<file path="src/rtl/pid_sat_pipe_if.sv">
// rtl/pid_sat_pipe_if.sv - sample/limit/result bundle for the saturating PID pipeline
interface pid_sat_pipe_if #(
    parameter int W  = 16,
    parameter int GW = 8
);
    logic                in_valid;
    logic signed [W-1:0] setpoint;
    logic signed [W-1:0] in;
    logic [GW-1:0]       kp;
    logic [GW-1:0]       ki;
    logic [GW-1:0]       kd;
    logic signed [W-1:0] out_min;
    logic signed [W-1:0] out_max;
    logic                hold;
    logic signed [W-1:0] out;
    logic                out_valid;
    logic                sat;

    modport master (
        output in_valid, setpoint, in, kp, ki, kd, out_min, out_max, hold,
        input  out, out_valid, sat
    );

    modport slave (
        input  in_valid, setpoint, in, kp, ki, kd, out_min, out_max, hold,
        output out, out_valid, sat
    );
endinterface

</file>
<file path="src/rtl/pid_sat_pipe.sv">
// rtl/pid_sat_pipe.sv - 3-stage PID controller with saturating integrator, output clamp and anti-windup
module pid_sat_pipe #(
    parameter int W    = 16,
    parameter int GW   = 8,
    parameter int FRAC = 4,
    parameter int IW   = W + 8
) (
    input  logic          clk,
    input  logic          reset,
    pid_sat_pipe_if.slave bus
);
    localparam int EW   = W + 1;
    localparam int DW   = W + 2;
    localparam int PW   = EW + GW + 1;
    localparam int DPW  = DW + GW + 1;
    localparam int IPW  = IW + GW + 1;
    localparam int MAXW = (IPW > DPW) ? IPW : DPW;
    localparam int SW   = MAXW + 2;

    logic                 v1_q, v1_d, v2_q, v2_d, v3_q, v3_d, ov_q, ov_d;
    logic signed [EW-1:0] e_q, e_d, eprev_q, eprev_d;
    logic signed [DW-1:0] de_q, de_d;
    logic signed [IW-1:0] i_q, i_d;
    logic [GW-1:0]        kp1_q, kp1_d, ki1_q, ki1_d, kd1_q, kd1_d;
    logic signed [PW-1:0]  p_q, p_d;
    logic signed [IPW-1:0] it_q, it_d;
    logic signed [DPW-1:0] d_q, d_d;
    logic signed [SW-1:0]  sum_q, sum_d;
    logic signed [W-1:0]   out_q, out_d;
    logic                  sat_q, sat_d;
    logic signed [1:0]     sat_dir_q, sat_dir_d;

    logic signed [EW-1:0] e_c;
    logic signed [DW-1:0] de_c;
    logic signed [IW:0]   i_sum;
    logic signed [IW-1:0] i_new;
    logic                 skip;
    logic signed [SW-1:0] tot, lim_max, lim_min, out_x;

    always_comb begin
        v1_d      = bus.in_valid;
        e_d       = e_q;
        de_d      = de_q;
        eprev_d   = eprev_q;
        i_d       = i_q;
        kp1_d     = kp1_q;
        ki1_d     = ki1_q;
        kd1_d     = kd1_q;
        v2_d      = v1_q;
        v3_d      = v2_q;
        ov_d      = v3_q;
        out_d     = out_q;
        sat_d     = sat_q;
        sat_dir_d = sat_dir_q;

        e_c   = EW'(bus.setpoint) - EW'(bus.in);
        de_c  = DW'(e_c) - DW'(eprev_q);
        i_sum = {i_q[IW-1], i_q} + (IW+1)'(e_c);
        if (i_sum[IW] != i_sum[IW-1])
            i_new = i_sum[IW] ? {1'b1, {(IW-1){1'b0}}} : {1'b0, {(IW-1){1'b1}}};
        else
            i_new = i_sum[IW-1:0];
        // Anti-windup uses the registered direction only; results landing this edge are not forwarded.
        skip = bus.hold
            || (sat_dir_q == 2'sb01 && !e_c[EW-1] && (e_c != '0))
            || (sat_dir_q == 2'sb11 && e_c[EW-1]);

        if (bus.in_valid) begin
            e_d     = e_c;
            de_d    = de_c;
            eprev_d = e_c;
            kp1_d   = bus.kp;
            ki1_d   = bus.ki;
            kd1_d   = bus.kd;
            if (!skip)
                i_d = i_new;
        end

        // i_q still holds this sample's I_new here: the next sample can only change it at this same edge.
        p_d  = PW'(e_q) * PW'($signed({1'b0, kp1_q}));
        it_d = IPW'(i_q) * IPW'($signed({1'b0, ki1_q}));
        d_d  = DPW'(de_q) * DPW'($signed({1'b0, kd1_q}));

        tot   = SW'(p_q) + SW'(it_q) + SW'(d_q);
        sum_d = tot >>> FRAC;

        lim_max = SW'(bus.out_max);
        lim_min = SW'(bus.out_min);
        if (v3_q) begin
            if (lim_min > lim_max || sum_q < lim_min) begin
                out_d = bus.out_min;
                sat_d = 1'b1;
            end else if (sum_q > lim_max) begin
                out_d = bus.out_max;
                sat_d = 1'b1;
            end else begin
                out_d = sum_q[W-1:0];
                sat_d = 1'b0;
            end
            out_x = SW'(out_d);
            // Direction in which the output was pushed: +1 when clipped down, -1 when clipped up.
            if (sum_q > out_x)
                sat_dir_d = 2'sb01;
            else if (sum_q < out_x)
                sat_dir_d = 2'sb11;
            else
                sat_dir_d = 2'sb00;
        end else begin
            out_x = '0;
        end
    end

    always_ff @(posedge clk) begin
        if (reset) begin
            v1_q      <= 1'b0;
            v2_q      <= 1'b0;
            v3_q      <= 1'b0;
            ov_q      <= 1'b0;
            out_q     <= '0;
            sat_q     <= 1'b0;
            i_q       <= '0;
            eprev_q   <= '0;
            sat_dir_q <= 2'sb00;
        end else begin
            v1_q      <= v1_d;
            v2_q      <= v2_d;
            v3_q      <= v3_d;
            ov_q      <= ov_d;
            out_q     <= out_d;
            sat_q     <= sat_d;
            i_q       <= i_d;
            eprev_q   <= eprev_d;
            sat_dir_q <= sat_dir_d;
        end
    end

    always_ff @(posedge clk) begin
        e_q   <= e_d;
        de_q  <= de_d;
        kp1_q <= kp1_d;
        ki1_q <= ki1_d;
        kd1_q <= kd1_d;
        p_q   <= p_d;
        it_q  <= it_d;
        d_q   <= d_d;
        sum_q <= sum_d;
    end

    assign bus.out       = out_q;
    assign bus.sat       = sat_q;
    assign bus.out_valid = ov_q;
endmodule

</file>
<file path="src/flat_wrapper.sv">
// flat-port wrapper written by rule: the top's interface ports become plain ports
module pid_sat_pipe_flat 
#(
    parameter int W    = 16,
    parameter int GW   = 8,
    parameter int FRAC = 4,
    parameter int IW   = W + 8
)
  (clk, reset, bus_in_valid, bus_setpoint, bus_in, bus_kp, bus_ki, bus_kd, bus_out_min, bus_out_max, bus_hold, bus_out, bus_out_valid, bus_sat);
  pid_sat_pipe_if #(.W(W), .GW(GW)) bus_i ();
  input  logic clk;
  input  logic reset;
  input wire logic [$bits(bus_i.in_valid)-1:0] bus_in_valid;
  input wire logic [$bits(bus_i.setpoint)-1:0] bus_setpoint;
  input wire logic [$bits(bus_i.in)-1:0] bus_in;
  input wire logic [$bits(bus_i.kp)-1:0] bus_kp;
  input wire logic [$bits(bus_i.ki)-1:0] bus_ki;
  input wire logic [$bits(bus_i.kd)-1:0] bus_kd;
  input wire logic [$bits(bus_i.out_min)-1:0] bus_out_min;
  input wire logic [$bits(bus_i.out_max)-1:0] bus_out_max;
  input wire logic [$bits(bus_i.hold)-1:0] bus_hold;
  output wire logic [$bits(bus_i.out)-1:0] bus_out;
  output wire logic [$bits(bus_i.out_valid)-1:0] bus_out_valid;
  output wire logic [$bits(bus_i.sat)-1:0] bus_sat;
  assign bus_i.in_valid = bus_in_valid;
  assign bus_i.setpoint = bus_setpoint;
  assign bus_i.in = bus_in;
  assign bus_i.kp = bus_kp;
  assign bus_i.ki = bus_ki;
  assign bus_i.kd = bus_kd;
  assign bus_i.out_min = bus_out_min;
  assign bus_i.out_max = bus_out_max;
  assign bus_i.hold = bus_hold;
  assign bus_out = bus_i.out;
  assign bus_out_valid = bus_i.out_valid;
  assign bus_sat = bus_i.sat;
  pid_sat_pipe #(.W(W), .GW(GW), .FRAC(FRAC), .IW(IW)) u_core (.clk(clk), .reset(reset), .bus(bus_i));
endmodule
</file>
<file path="config.mk">
export PLATFORM = sky130hd
export DESIGN_NAME = pid_sat_pipe_flat
export DESIGN_NICKNAME = d
export VERILOG_FILES = /design/src/rtl/pid_sat_pipe_if.sv /design/src/rtl/pid_sat_pipe.sv /design/src/flat_wrapper.sv
export SDC_FILE = /design/constraint.sdc
export NUM_CORES = 2
export LEC_CHECK = 0
export BUFFER_PORTS_ARGS = -buffer_cell sky130_fd_sc_hd__buf_4
export CELL_PAD_IN_SITES_DETAIL_PLACEMENT = 1
export CELL_PAD_IN_SITES_GLOBAL_PLACEMENT = 1
export CORE_MARGIN = 4
export CORE_UTILIZATION = 35
export DETAILED_ROUTE_END_ITERATION = 7
export GPL_TIMING_DRIVEN = 0
export PLACE_DENSITY_LB_ADDON = 0.1
export SETUP_SLACK_MARGIN = 0.02
export SLEW_MARGIN = 20
export SYNTH_ARGS = -nofsm -noshare
export SYNTH_HDL_FRONTEND = slang
export SYNTH_SLANG_ARGS = --single-unit
export TNS_END_PERCENT = 20
</file>
<file path="constraint.sdc">
create_clock -name clk -period 16.3 [get_ports clk]
set_input_delay 3.26 -clock clk [delete_from_list [all_inputs] [get_ports clk]]
set_output_delay 3.26 -clock clk [all_outputs]
set_load 0.05 [all_outputs]
</file>
==> flow_results.xml <==
<?xml version="1.0" encoding="UTF-8"?>
<metrics>
  <group name="floorplanning">
    <metric name="core_box_area" unit="sq mm">0.0857</metric>
    <metric name="die_area" unit="sq mm">0.0915</metric>
    <metric name="floorplan.initialDensity" unit="">0.354</metric>
    <metric name="floorplan.die.width" unit="um">303</metric>
    <metric name="die_h" unit="um">303</metric>
    <metric name="io_pins" unit="">110</metric>
    <metric name="num_rows" unit="">107</metric>
  </group>
  <group name="worst_setup_path">
    <metric name="cp_slowest_cell" unit="">xnor2_1</metric>
    <metric name="regToRegStartpoint" unit="">u_core.kd1_q[2]</metric>
    <metric name="crit_start" unit="">bus_setpoint[0]</metric>
    <metric name="crit_buf_inv" unit="">4</metric>
    <metric name="worstPathArrival" unit="ps">9120</metric>
    <metric name="critPathMaxFanout" unit="">11</metric>
    <metric name="critical_path_required" unit="ps">16840</metric>
    <metric name="timing.critical_path.slowest_cell_delay" unit="ps">700</metric>
    <metric name="critPathCaptureType" unit="">register</metric>
    <metric name="critical_path_class" unit="">in2reg</metric>
    <metric name="cp_top_family" unit="">compound AO/OA/AOI/OAI gates</metric>
    <metric name="timing.critical_path.cells" unit="">buf_4 &gt; inv_1 &gt; ha_1 &gt; inv_1 &gt; fa_1 &gt; a211oi_1 &gt; o21bai_1 &gt; a31o_2 &gt; a211o_1 &gt; a311oi_1 &gt; o21ai_1 &gt; nand2_1 &gt; ha_1 &gt; or3_1 &gt; o21ai_0 &gt; o31ai_1 &gt; a21oi_1 &gt; xnor2_1 &gt; clkbuf_1 &gt; o21ai_0 &gt; a221oi_2</metric>
    <metric name="startpoint_type" unit="">primary input</metric>
  </group>
  <group name="cts">
    <metric name="cts_tree" unit="">built</metric>
    <metric name="cts_made_buffers" unit="">30</metric>
    <metric name="root_buffer" unit="">clkbuf_16</metric>
    <metric name="clock_transition_at_path_regs" unit="ps">60</metric>
    <metric name="cts-root-to-sink-buffers" unit="">3</metric>
    <metric name="clk-insertion-delay-late" unit="ps">620</metric>
    <metric name="cts.sinks" unit="">240</metric>
    <metric name="post_cts_buffers" unit="">0</metric>
    <metric name="htree_num_levels" unit="">1</metric>
    <metric name="postCtsHoldBufs" unit="">0</metric>
    <metric name="ctsResizeCount" unit="">0</metric>
  </group>
  <group name="global_routing">
    <metric name="grt_usage" unit="">0.197</metric>
    <metric name="grt_antenna_before_repair" unit="">8</metric>
    <metric name="globalRouteOverflowTotal" unit="">0</metric>
    <metric name="grt_start_max_net_pins" unit="">63</metric>
    <metric name="grt_pass1_vias" unit="">25700</metric>
    <metric name="grt_first_pass_wirelength" unit="mm">142</metric>
  </group>
  <group name="yosys">
    <metric name="ys_seq_elements" unit="">240</metric>
    <metric name="synth_seq_area_share" unit="">0.178</metric>
    <metric name="synth.yosys.warnings" unit="">0</metric>
    <metric name="postSynthNetCount" unit="">4163</metric>
    <metric name="synth_area" unit="sq mm">0.0304</metric>
    <metric name="cell_count_after_synthesis" unit="">3311</metric>
    <metric name="ys_dominant_reg_cell" unit="">dfxtp_1</metric>
    <metric name="synth-async-reset-ratio" unit="">0</metric>
    <metric name="number_of_synthesized_flops_with_an_enable_pin" unit="">59</metric>
    <metric name="synth.lib_cells_used.distinct" unit="">82</metric>
    <metric name="synth.avg_cell_area" unit="sq um">9.17</metric>
  </group>
  <group name="routing">
    <metric name="initialDrtViolationCount" unit="">648</metric>
    <metric name="drt_first_pass_iters" unit="">4</metric>
    <metric name="route.detailed.vias_per_inst" unit="">4.94</metric>
    <metric name="remaining_antenna_violation_count" unit="">0</metric>
    <metric name="detail_route.wl_per_cell" unit="um">18.9</metric>
    <metric name="drt_drc_violations_left" unit="">0</metric>
    <metric name="wirelength" unit="mm">87.5</metric>
    <metric name="detailroute.via_count" unit="">22800</metric>
  </group>
  <group name="placement">
    <metric name="io_buffers" unit="">108</metric>
    <metric name="globalplace.congestion" unit="">0.867</metric>
    <metric name="dpl_worst_slack" unit="ps">7090</metric>
    <metric name="area_of_placed_instances" unit="sq mm">0.0327</metric>
    <metric name="hpwl" unit="mm">75.9</metric>
  </group>
  <group name="job">
    <metric name="maxCapViolCount" unit="">0</metric>
  </group>
  <group name="sta">
    <metric name="fin_crit_share" unit="">0.527</metric>
    <metric name="rsz0062_at_grt" unit="">false</metric>
    <metric name="final_period_minus_worst_setup_slack" unit="ps">8590</metric>
    <metric name="tns" unit="ps">0</metric>
    <metric name="hold_violations" unit="">0</metric>
    <metric name="setup_viol" unit="">0</metric>
    <metric name="maximum_clock_skew_at_final_layout" unit="ps">25.4</metric>
    <metric name="final_critical_path_setup_slack" unit="ps">7710</metric>
    <metric name="slew_headroom" unit="">0.260</metric>
    <metric name="worst_pin_slew" unit="ps">1110</metric>
    <metric name="achievable-frequency" unit="MHz">116</metric>
    <metric name="hold_ws" unit="ps">464</metric>
    <metric name="maxSlewViolCount" unit="">0</metric>
  </group>
  <group name="min_path">
    <metric name="min_from" unit="">u_core.v1_q</metric>
    <metric name="worst_hold_path_type" unit="">reg2reg</metric>
  </group>
  <group name="finish">
    <metric name="fill_cells" unit="">9931</metric>
    <metric name="most-common-layout-cells" unit="">inv_1, fa_1, ha_1, and2_1, nand2_1</metric>
    <metric name="layout.cell_area.non_filler" unit="sq mm">0.0337</metric>
    <metric name="post_route_cells_drive_above_1_share" unit="">0.0604</metric>
    <metric name="finalNetCount" unit="">4304</metric>
    <metric name="synthToLayoutAreaGrowth" unit="%">10.9</metric>
    <metric name="layout_commonest_cell" unit="">inv_1</metric>
  </group>
  <group name="run_status">
    <metric name="status" unit="">complete, no violations</metric>
  </group>
</metrics>
[worst register-to-register path: cells and delay by family, from the launching register on]
kind	cells	cell delay (ps)
fa+ha+maj	5	2340
compound gates	7	1910
buf+inv	5	1140
simple gates	3	720
xor+xnor	1	630
flops	1	320
[layer usage]
| metal | global-route usage | wire, um | vias up |
|---|---|---|---|
| met5 | 0 | 0 | - |
| met4 | 0.0555 | 2700 | 0 |
| met3 | 0.0140 | 2080 | 110 |
| met2 | 0.344 | 41800 | 266 |
| met1 | 0.263 | 40900 | 11400 |
| li1 | - | - | 11000 |
[worst paths after layout]
check	end	slack, ps	cells past startpoint
worst max-delay path	u_core.i_q[2]	7710	21
worst min register to register	u_core.v2_q	460	1
worst min-delay path	u_core.v2_q	460	1
worst max register to register	u_core.d_q[26]	9040	21
[area by class of cell]
type                       instances  area [sq um]  share of cell area
timing repair buffer             109           826              0.0245
sequential                       240          5400               0.160
antenna                            2          5.00            0.000149
tap                             1144          1430              0.0425
clock inverter                    17           155             0.00461
inverter                         626          2350              0.0698
buffer                            69           283             0.00840
clock buffer                      39           806              0.0239
multi-input combinational       2376         22400               0.666
[sequential cells by signal (all words and copies together), names as in the netlist, 2 cells and up]
register          flops
u_core.bus.out       16
u_core.d_q           27
u_core.de_q          18
u_core.e_q           17
u_core.eprev_q       17
u_core.i_q           24
u_core.it_q          33
u_core.kd1_q          8
u_core.ki1_q          8
u_core.kp1_q          8
u_core.p_q           26
u_core.sat_dir_q      2
u_core.sum_q         31
[logic make-up after synthesis]
family,Yosys count,synth area share
multiplexers,26,0.00861
AO/OA/AOI/OAI,525,0.117
buffers and inverters,695,0.0867
AND/OR/NAND/NOR,926,0.156
adder cells (fa/ha/maj),762,0.414
XOR/XNOR,137,0.0395
flip-flops,240,0.178
[Yosys cell counts (6+ instances only)]
master    count  share of area
inv_1       626          0.077
fa_1        407           0.27
ha_1        353           0.15
and2_1      297          0.061
nand2_1     265          0.033
dfxtp_1     181           0.12
a21oi_1     149          0.025
nor2_1      135          0.017
xnor2_1     113          0.033
o21ai_0      86          0.014
clkbuf_1     61         0.0075
edfxtp_1     59          0.058
o21ai_1      41         0.0068
a21o_1       39         0.0096
nor2b_1      39         0.0080
nor3_1       38         0.0063
nand3_1      34         0.0056
a211oi_1     25         0.0062
mux2i_1      25         0.0082
o211ai_1     24         0.0059
xor2_1       24         0.0069
nand4_1      23         0.0047
o21a_1       22         0.0054
a221oi_2     21          0.010
o21bai_1     21         0.0052
and3_1       20         0.0041
or3_1        20         0.0041
nand2b_1     18         0.0037
a31oi_1       9         0.0019
a211o_1       8         0.0023
a311oi_1      8         0.0023
nor4_1        8         0.0016
nand3b_1      6         0.0015
o31ai_1       6         0.0015
or2_2         6         0.0012
[stage by stage]
| stage | instances | utilization |
|---|---|---|
| 2_1_floorplan | 3311 | - |
| 3_3_place_gp | 4563 | 0.381 |
| 3_5_place_dp | 4563 | 0.382 |
| 4_1_cts | 4619 | 0.393 |
| 5_1_grt | 4620 | 0.393 |
| 6_report | 4622 | 0.393 |
Power is left out: the tool's default activity adds up to more than one toggle a clock period on the data nets, which glitch-free logic cannot reach.
